**src/rtl/mem_access_ctrl_if.sv**
```systemverilog
// Bundle of pipeline request/response and data-memory bus signals for mem_access_ctrl.
// slave = controller view, master = requester/memory-side driver view.
interface mem_access_ctrl_if #(
   parameter int BITS_SIZE      = 32,
   parameter int BITS_EXTENSION = 2
);
   logic                      i_valid;
   logic                      i_write;
   logic [BITS_SIZE-1:0]      i_addr;
   logic [BITS_SIZE-1:0]      i_wdata;
   logic [BITS_EXTENSION-1:0] i_size;
   logic                      i_unsigned;
   logic                      o_stall;
   logic                      o_done;
   logic [BITS_SIZE-1:0]      o_rdata;
   logic                      o_mem_req;
   logic                      o_mem_we;
   logic [BITS_SIZE-1:0]      o_mem_addr;
   logic [BITS_SIZE-1:0]      o_mem_wdata;
   logic [3:0]                o_mem_be;
   logic                      i_mem_ack;
   logic [BITS_SIZE-1:0]      i_mem_rdata;
   logic                      o_misaligned;
   logic                      o_timeout;

   modport slave (
      input  i_valid, i_write, i_addr, i_wdata, i_size, i_unsigned, i_mem_ack, i_mem_rdata,
      output o_stall, o_done, o_rdata, o_mem_req, o_mem_we, o_mem_addr, o_mem_wdata,
             o_mem_be, o_misaligned, o_timeout
   );

   modport master (
      output i_valid, i_write, i_addr, i_wdata, i_size, i_unsigned, i_mem_ack, i_mem_rdata,
      input  o_stall, o_done, o_rdata, o_mem_req, o_mem_we, o_mem_addr, o_mem_wdata,
             o_mem_be, o_misaligned, o_timeout
   );
endinterface

```
**src/rtl/mem_access_ctrl.sv**
```systemverilog
// MIPS MEM-stage load/store sequencer over a variable-latency req/ack data memory.
// Optional `MEM_ACCESS_ALIGN_CHECK_EN: reject misaligned half/word accesses instead of forcing alignment.
module mem_access_ctrl #(
   parameter int BITS_SIZE      = 32,
   parameter int BITS_EXTENSION = 2,
   parameter int TIMEOUT_CYCLES = 16
) (
   input  logic             i_clk,
   input  logic             i_reset,
   mem_access_ctrl_if.slave bus
);
   localparam int TW = $clog2(TIMEOUT_CYCLES + 1);
   localparam logic [BITS_EXTENSION-1:0] SZ_WORD = BITS_EXTENSION'(0);
   localparam logic [BITS_EXTENSION-1:0] SZ_BYTE = BITS_EXTENSION'(1);
   localparam logic [BITS_EXTENSION-1:0] SZ_HALF = BITS_EXTENSION'(2);

   typedef enum logic [1:0] {IDLE, ACCESS, RESP} state_t;

   state_t                    r_state;
   logic                      r_write;
   logic [1:0]                r_off;
   logic [BITS_EXTENSION-1:0] r_size;
   logic                      r_unsigned;
   logic [TW-1:0]             r_timer;
   logic                      r_mem_req;
   logic                      r_mem_we;
   logic [BITS_SIZE-1:0]      r_mem_addr;
   logic [BITS_SIZE-1:0]      r_mem_wdata;
   logic [3:0]                r_mem_be;
   logic                      r_done;
   logic [BITS_SIZE-1:0]      r_rdata;
   logic                      r_misaligned;
   logic                      r_timeout;

   logic [1:0]                w_off;
   logic                      w_reserved;
   logic                      w_misaligned;
   logic [3:0]                w_be;
   logic [BITS_SIZE-1:0]      w_wdata;

   function automatic logic [BITS_SIZE-1:0] f_extract(
      input logic [BITS_SIZE-1:0]      word,
      input logic [1:0]                off,
      input logic [BITS_EXTENSION-1:0] size,
      input logic                      uns
   );
      logic [BITS_SIZE-1:0] sh;
      sh = word >> {off, 3'b000};
      if (size == SZ_BYTE)
         f_extract = {{(BITS_SIZE-8){sh[7] & ~uns}}, sh[7:0]};
      else if (size == SZ_HALF)
         f_extract = {{(BITS_SIZE-16){sh[15] & ~uns}}, sh[15:0]};
      else
         f_extract = sh;
   endfunction

   // Request decode: lane enables, replicated store data and effective byte offset
   always_comb begin
      w_off        = bus.i_addr[1:0];
      w_reserved   = 1'b0;
      w_misaligned = 1'b0;
      w_be         = 4'b1111;
      w_wdata      = bus.i_wdata;
      case (bus.i_size)
         SZ_BYTE: begin
            w_be    = 4'b0001 << bus.i_addr[1:0];
            w_wdata = {4{bus.i_wdata[7:0]}};
         end
         SZ_HALF: begin
`ifdef MEM_ACCESS_ALIGN_CHECK_EN
            w_misaligned = bus.i_addr[0];
`endif
            w_off   = {bus.i_addr[1], 1'b0};
            w_be    = bus.i_addr[1] ? 4'b1100 : 4'b0011;
            w_wdata = {2{bus.i_wdata[15:0]}};
         end
         SZ_WORD: begin
`ifdef MEM_ACCESS_ALIGN_CHECK_EN
            w_misaligned = |bus.i_addr[1:0];
`endif
            w_off = 2'b00;
         end
         default: w_reserved = 1'b1;
      endcase
   end

   always_ff @(posedge i_clk or negedge i_reset) begin
      if (!i_reset) begin
         r_state      <= IDLE;
         r_write      <= 1'b0;
         r_off        <= 2'b00;
         r_size       <= '0;
         r_unsigned   <= 1'b0;
         r_timer      <= '0;
         r_mem_req    <= 1'b0;
         r_mem_we     <= 1'b0;
         r_mem_addr   <= '0;
         r_mem_wdata  <= '0;
         r_mem_be     <= 4'b0000;
         r_done       <= 1'b0;
         r_rdata      <= '0;
         r_misaligned <= 1'b0;
         r_timeout    <= 1'b0;
      end else begin
         r_done <= 1'b0;
         case (r_state)
            IDLE: begin
               if (bus.i_valid) begin
                  r_write      <= bus.i_write;
                  r_off        <= w_off;
                  r_size       <= bus.i_size;
                  r_unsigned   <= bus.i_unsigned;
                  r_mem_addr   <= {bus.i_addr[BITS_SIZE-1:2], 2'b00};
                  r_mem_be     <= w_be;
                  r_mem_wdata  <= w_wdata;
                  r_timer      <= '0;
                  r_timeout    <= 1'b0;
                  r_misaligned <= 1'b0;
                  r_rdata      <= '0;
                  if (w_reserved) begin
                     // Reserved size: no memory access, loads report all-ones
                     r_state <= RESP;
                     r_done  <= 1'b1;
                     r_rdata <= bus.i_write ? '0 : '1;
                  end else if (w_misaligned) begin
                     r_state      <= RESP;
                     r_done       <= 1'b1;
                     r_misaligned <= 1'b1;
                  end else begin
                     r_state   <= ACCESS;
                     r_mem_req <= 1'b1;
                     r_mem_we  <= bus.i_write;
                  end
               end
            end
            ACCESS: begin
               // Ack is checked first so it wins over a coincident timeout
               if (bus.i_mem_ack) begin
                  r_state   <= RESP;
                  r_done    <= 1'b1;
                  r_mem_req <= 1'b0;
                  r_mem_we  <= 1'b0;
                  r_rdata   <= r_write ? '0 : f_extract(bus.i_mem_rdata, r_off, r_size, r_unsigned);
               end else if (r_timer == TW'(TIMEOUT_CYCLES - 1)) begin
                  r_state   <= RESP;
                  r_done    <= 1'b1;
                  r_mem_req <= 1'b0;
                  r_mem_we  <= 1'b0;
                  r_timeout <= 1'b1;
                  r_rdata   <= '0;
               end else begin
                  r_timer <= r_timer + 1'b1;
               end
            end
            RESP:    r_state <= IDLE;
            default: r_state <= IDLE;
         endcase
      end
   end

   assign bus.o_stall      = ((r_state == IDLE) && bus.i_valid) || (r_state == ACCESS);
   assign bus.o_done       = r_done;
   assign bus.o_rdata      = r_rdata;
   assign bus.o_mem_req    = r_mem_req;
   assign bus.o_mem_we     = r_mem_we;
   assign bus.o_mem_addr   = r_mem_addr;
   assign bus.o_mem_wdata  = r_mem_wdata;
   assign bus.o_mem_be     = r_mem_be;
   assign bus.o_misaligned = r_misaligned;
   assign bus.o_timeout    = r_timeout;
endmodule

```
**src/flat_wrapper.sv**
```systemverilog
// flat-port wrapper written by rule: the top's interface ports become plain ports
module mem_access_ctrl_flat 
#(
   parameter int BITS_SIZE      = 32,
   parameter int BITS_EXTENSION = 2,
   parameter int TIMEOUT_CYCLES = 16
)
  (i_clk, i_reset, bus_i_valid, bus_i_write, bus_i_addr, bus_i_wdata, bus_i_size, bus_i_unsigned, bus_i_mem_ack, bus_i_mem_rdata, bus_o_stall, bus_o_done, bus_o_rdata, bus_o_mem_req, bus_o_mem_we, bus_o_mem_addr, bus_o_mem_wdata, bus_o_mem_be, bus_o_misaligned, bus_o_timeout);
  mem_access_ctrl_if #(.BITS_SIZE(BITS_SIZE), .BITS_EXTENSION(BITS_EXTENSION)) bus_i ();
  input  logic i_clk;
  input  logic i_reset;
  input wire logic [$bits(bus_i.i_valid)-1:0] bus_i_valid;
  input wire logic [$bits(bus_i.i_write)-1:0] bus_i_write;
  input wire logic [$bits(bus_i.i_addr)-1:0] bus_i_addr;
  input wire logic [$bits(bus_i.i_wdata)-1:0] bus_i_wdata;
  input wire logic [$bits(bus_i.i_size)-1:0] bus_i_size;
  input wire logic [$bits(bus_i.i_unsigned)-1:0] bus_i_unsigned;
  input wire logic [$bits(bus_i.i_mem_ack)-1:0] bus_i_mem_ack;
  input wire logic [$bits(bus_i.i_mem_rdata)-1:0] bus_i_mem_rdata;
  output wire logic [$bits(bus_i.o_stall)-1:0] bus_o_stall;
  output wire logic [$bits(bus_i.o_done)-1:0] bus_o_done;
  output wire logic [$bits(bus_i.o_rdata)-1:0] bus_o_rdata;
  output wire logic [$bits(bus_i.o_mem_req)-1:0] bus_o_mem_req;
  output wire logic [$bits(bus_i.o_mem_we)-1:0] bus_o_mem_we;
  output wire logic [$bits(bus_i.o_mem_addr)-1:0] bus_o_mem_addr;
  output wire logic [$bits(bus_i.o_mem_wdata)-1:0] bus_o_mem_wdata;
  output wire logic [$bits(bus_i.o_mem_be)-1:0] bus_o_mem_be;
  output wire logic [$bits(bus_i.o_misaligned)-1:0] bus_o_misaligned;
  output wire logic [$bits(bus_i.o_timeout)-1:0] bus_o_timeout;
  assign bus_i.i_valid = bus_i_valid;
  assign bus_i.i_write = bus_i_write;
  assign bus_i.i_addr = bus_i_addr;
  assign bus_i.i_wdata = bus_i_wdata;
  assign bus_i.i_size = bus_i_size;
  assign bus_i.i_unsigned = bus_i_unsigned;
  assign bus_i.i_mem_ack = bus_i_mem_ack;
  assign bus_i.i_mem_rdata = bus_i_mem_rdata;
  assign bus_o_stall = bus_i.o_stall;
  assign bus_o_done = bus_i.o_done;
  assign bus_o_rdata = bus_i.o_rdata;
  assign bus_o_mem_req = bus_i.o_mem_req;
  assign bus_o_mem_we = bus_i.o_mem_we;
  assign bus_o_mem_addr = bus_i.o_mem_addr;
  assign bus_o_mem_wdata = bus_i.o_mem_wdata;
  assign bus_o_mem_be = bus_i.o_mem_be;
  assign bus_o_misaligned = bus_i.o_misaligned;
  assign bus_o_timeout = bus_i.o_timeout;
  mem_access_ctrl #(.BITS_SIZE(BITS_SIZE), .BITS_EXTENSION(BITS_EXTENSION), .TIMEOUT_CYCLES(TIMEOUT_CYCLES)) u_core (.i_clk(i_clk), .i_reset(i_reset), .bus(bus_i));
endmodule
```
**config.mk**
```make
export PLATFORM = sky130hd
export DESIGN_NAME = mem_access_ctrl_flat
export DESIGN_NICKNAME = d
export VERILOG_FILES = /design/src/rtl/mem_access_ctrl_if.sv /design/src/rtl/mem_access_ctrl.sv /design/src/flat_wrapper.sv
export SDC_FILE = /design/constraint.sdc
export NUM_CORES = 1
export LEC_CHECK = 0
export CORE_UTILIZATION = 49
export DETAILED_ROUTE_END_ITERATION = 7
export PLACE_DENSITY = 0.87
export REMOVE_ABC_BUFFERS = 1
export SETUP_SLACK_MARGIN = 0.02
export SKIP_LAST_GASP = 1
export SYNTH_ARGS = -nofsm -noshare
export SYNTH_HDL_FRONTEND = slang
export SYNTH_SLANG_ARGS = --single-unit
```
**constraint.sdc**
```tcl
create_clock -name i_clk -period 5.4 [get_ports i_clk]
set_clock_uncertainty 0.05 [all_clocks]
set_input_delay 1.35 -clock i_clk [delete_from_list [all_inputs] [get_ports i_clk]]
set_output_delay 1.35 -clock i_clk [all_outputs]
set_load 0.01 [all_outputs]
```
==> results.sh <==
export IMPL_outcome="completed"
export IMPL_crit_buf_inv=3
export IMPL_start_util_pct=50.4
export IMPL_globalplace_congestion=0.869
export IMPL_grt_overflow=0
export IMPL_track_usage_pct=29.6
export IMPL_cts_resized_gates=0
export IMPL_fp_dieW_um=110
export IMPL_syn_instance_count=592
export IMPL_ctsHoldBuffers=0
export IMPL_io_pins=210
export IMPL_clock_latency_ps=410
export IMPL_crit_top_cell="clkdlybuf4s50_1"
export IMPL_drcViolationCount=0
export IMPL_hold_viol_final=0
export IMPL_synth_seq_cells=115
export IMPL_async_flop_share_pct=100
export IMPL_drtIter0Drc=364
export IMPL_routed_wl_um=17200
export IMPL_yosys_warnings=0
export IMPL_wire_per_inst_um=18.3
export IMPL_p_switching_w=0.00145
export IMPL_clkPwrFrac_pct=28.0
export IMPL_h_tree_depth=4
export IMPL_path_cells="clkdlybuf4s50_1 > o21bai_4 > inv_1 > clkdlybuf4s50_1"
export IMPL_final_util_pct=73.9
export IMPL_hp_class="reg -> reg"
export IMPL_power_frac_seq_pct=33.1
export IMPL_die_h_um=110
export IMPL_die_area_sq_mm=0.0122
export IMPL_final_cells=939
export IMPL_crit_type="in -> out"
export IMPL_syn_avg_cell_area_sq_um=9.72
export IMPL_synth_main_ff_cell="dfrtp_1"
export IMPL_drtAntennaViolNets=0
export IMPL_tns_ps=0
export IMPL_grt_pass1_vias=5450
export IMPL_clock_path_buffers=2
export IMPL_p_leak_nw=3.63
export IMPL_finalSetupViolations=0
export IMPL_dp_cells=907
export IMPL_slew_viol_final=0
export IMPL_nFillCells=807
export IMPL_insertedDiodeCount=0
export IMPL_clk_pin_slew_ps=50
export IMPL_max_slew_margin_pct=27.1
export IMPL_postCtsSetupRepairBufs=0
export IMPL_powerDensity_mw_per_mm2=518
export IMPL_cap_violations=0
export IMPL_drive_above_1_share_pct=8.17
export IMPL_vias=5260
export IMPL_max_freq_mhz=245
export IMPL_seqCellArea_sq_mm=0.00288
export IMPL_grt_max_degree=78
export IMPL_hpwlAfterDp_um=11900
export IMPL_numPortBuffers=206
export IMPL_critPathMaxFanout=5
export IMPL_total_power_w=0.00437
export IMPL_via_per_inst=5.60
export IMPL_irDropWorstVdd_uv=292
export IMPL_tightest_slew_ps=1090
export IMPL_clockRootBuffer="clkbuf_16"
export IMPL_multi_input_area_sq_mm=0.00261
export IMPL_crit_family="buffers and inverters"
export IMPL_fin_crit_sh_pct=75.4
export IMPL_clock_sinks=115
export IMPL_crit_path_top_delay_cell="clkdlybuf4s50_1"
export IMPL_yosysSeqAreaShare_pct=50.0
export IMPL_cp_end_kind="primary output"
export IMPL_antenna_found_initial=0
export IMPL_grt_pass1_wl_um=26800
export IMPL_cts_tree="yes"
export IMPL_synth_edf_count=0
export IMPL_start_kind="input port"
export IMPL_arrival_ps=2670
export IMPL_slowest_delay_ps=620
export IMPL_worst_slack_ps=1330
export IMPL_numCtsBuffers=17
export IMPL_dpl_worst_slack_ps=1350
export IMPL_ys_types=53
export IMPL_pwr_share_comb_pct=39.0
export IMPL_switching_share_pct=33.1
export IMPL_rows=39
export IMPL_first_pass_iters=5
export IMPL_synth_area_sq_mm=0.00575
export IMPL_rsz0062_at_grt="no"
export IMPL_internal_power_w=0.00292
export IMPL_core_area_sq_mm=0.0114
export IMPL_fin_crit_ps=4070
export IMPL_nets=893
export IMPL_area_delta_synth_final_pct=46.7
export IMPL_cp_required_ps=4000
## cell families after synthesis
family                   synth area share, %
flip-flops                              50.0
AND/OR/NAND/NOR                         20.4
multiplexers                            6.72
buffers and inverters                   4.79
XOR/XNOR                               0.305
other                                 0.0652
adder cells (fa/ha/maj)                 1.31
AO/OA/AOI/OAI                           16.4
## layout make-up
cell class	instances	share of cell area [%]
sequential	115	34.1
multi-input combinational	429	31.0
timing repair buffer	211	24.9
clock buffer	22	5.38
clock inverter	10	2.14
tap	143	2.12
inverter	9	0.400
## registers in the layout (all words and copies together) (netlist names)
register                count
u_core.bus.o_done           1
u_core.bus.o_rdata         32
u_core.bus.o_mem_wdata     32
u_core.r_write              1
u_core.r_size               2
u_core.bus.o_timeout        1
u_core.r_timer              5
u_core.bus.o_mem_be         4
u_core.bus.o_mem_req        1
u_core.r_state              2
u_core.bus.o_mem_addr      30
u_core.bus.o_mem_we         1
u_core.r_off                2
u_core.r_unsigned           1
## cells in the final DEF, fill, tap and decap left out, types with 3 or more instances in the layout
cell               n
clkdlybuf4s50_1  205
nand2_1          145
dfrtp_1          115
nor2_1            66
a21oi_1           53
nand2b_1          22
clkbuf_16         17
o21ai_0           12
nor2b_1           11
a22o_1            10
a31oi_2           10
inv_1              9
mux2i_1            9
a31oi_1            8
a221o_1            8
mux2_1             7
o21ai_1            7
a221oi_1           7
ha_1               6
buf_4              6
bufinv_16          5
mux4_2             4
mux4_1             4
clkbuf_1           4
nand3b_1           3
o21a_1             3
conb_1             3
clkinv_2           3
## through the flow
step	hold slack [ps]	cell area, sq um
final	421	8440
after global routing	457	8440
after CTS	426	8440
after detailed placement	413	7800
after global placement	407	7800
after floorplan	400	5520
## worst paths after layout
check | from | endpoint | slack [ps] | cells past startpoint
worst min register to register | u_core.bus.o_mem_addr[18] | u_core.bus.o_mem_addr[18] | 420 | 2
worst min-delay path | u_core.bus.o_mem_addr[18] | u_core.bus.o_mem_addr[18] | 420 | 2
worst max-delay path | bus_i_valid | bus_o_stall | 1330 | 4
worst max register to register | u_core.r_timer[0] | u_core.bus.o_rdata[29] | 2730 | 7
min in group asynchronous | i_reset | u_core.bus.o_done | 1030 | 1
max in group asynchronous | i_reset | u_core.bus.o_mem_wdata[9] | 3170 | 2
## power by group through the flow
stage | clock (W) | combinational [W] | sequential, W
after floorplan | 0 | 0.000616 | 0.00157
after global placement | 0 | 0.00164 | 0.00142
after detailed placement | 0 | 0.00169 | 0.00144
after CTS | 0.00123 | 0.00171 | 0.00144
after global routing | 0.00127 | 0.00185 | 0.00148
final | 0.00122 | 0.00170 | 0.00145
## worst reg2reg max path, delay by kind of cell (launching register included)
kind	cells	cell delay [ps]
AO/OA/AOI/OAI	3	1130
adder cells (fa/ha/maj)	2	500
flip-flops	1	420
AND/OR/NAND/NOR	2	470
## metal layers
layer | global-route usage (%) | share of wire, % | vias to the layer above
met3 | 10.6 | 9.7 | 41
met2 | 49.6 | 49 | 278
met5 | 0 | 0 | -
li1 | - | - | 2401
met1 | 34.4 | 38 | 2540
met4 | 11.9 | 2.7 | 0
## synthesized netlist by cell type (all sizes together) (3+ instances only)
library cell  number  area, sq um
a21oi             56          299
inv                9         33.8
o21ai             19         95.1
nand2            146          548
mux4               8          195
a221o              8         80.1
o21a               3         22.5
mux2i              9         90.1
mux2               9          101
nand2b            23          146
a31oi             18          175
clkbuf            12         45.0
a22o              10         87.6
nor2              66          248
nand3b             3         22.5
ha                 6         75.1
dfrtp            115         2880
a221oi             8         76.3
nor2b             11         68.8
buf               29          196
Note: power is estimated with default switching activity, not from simulation.
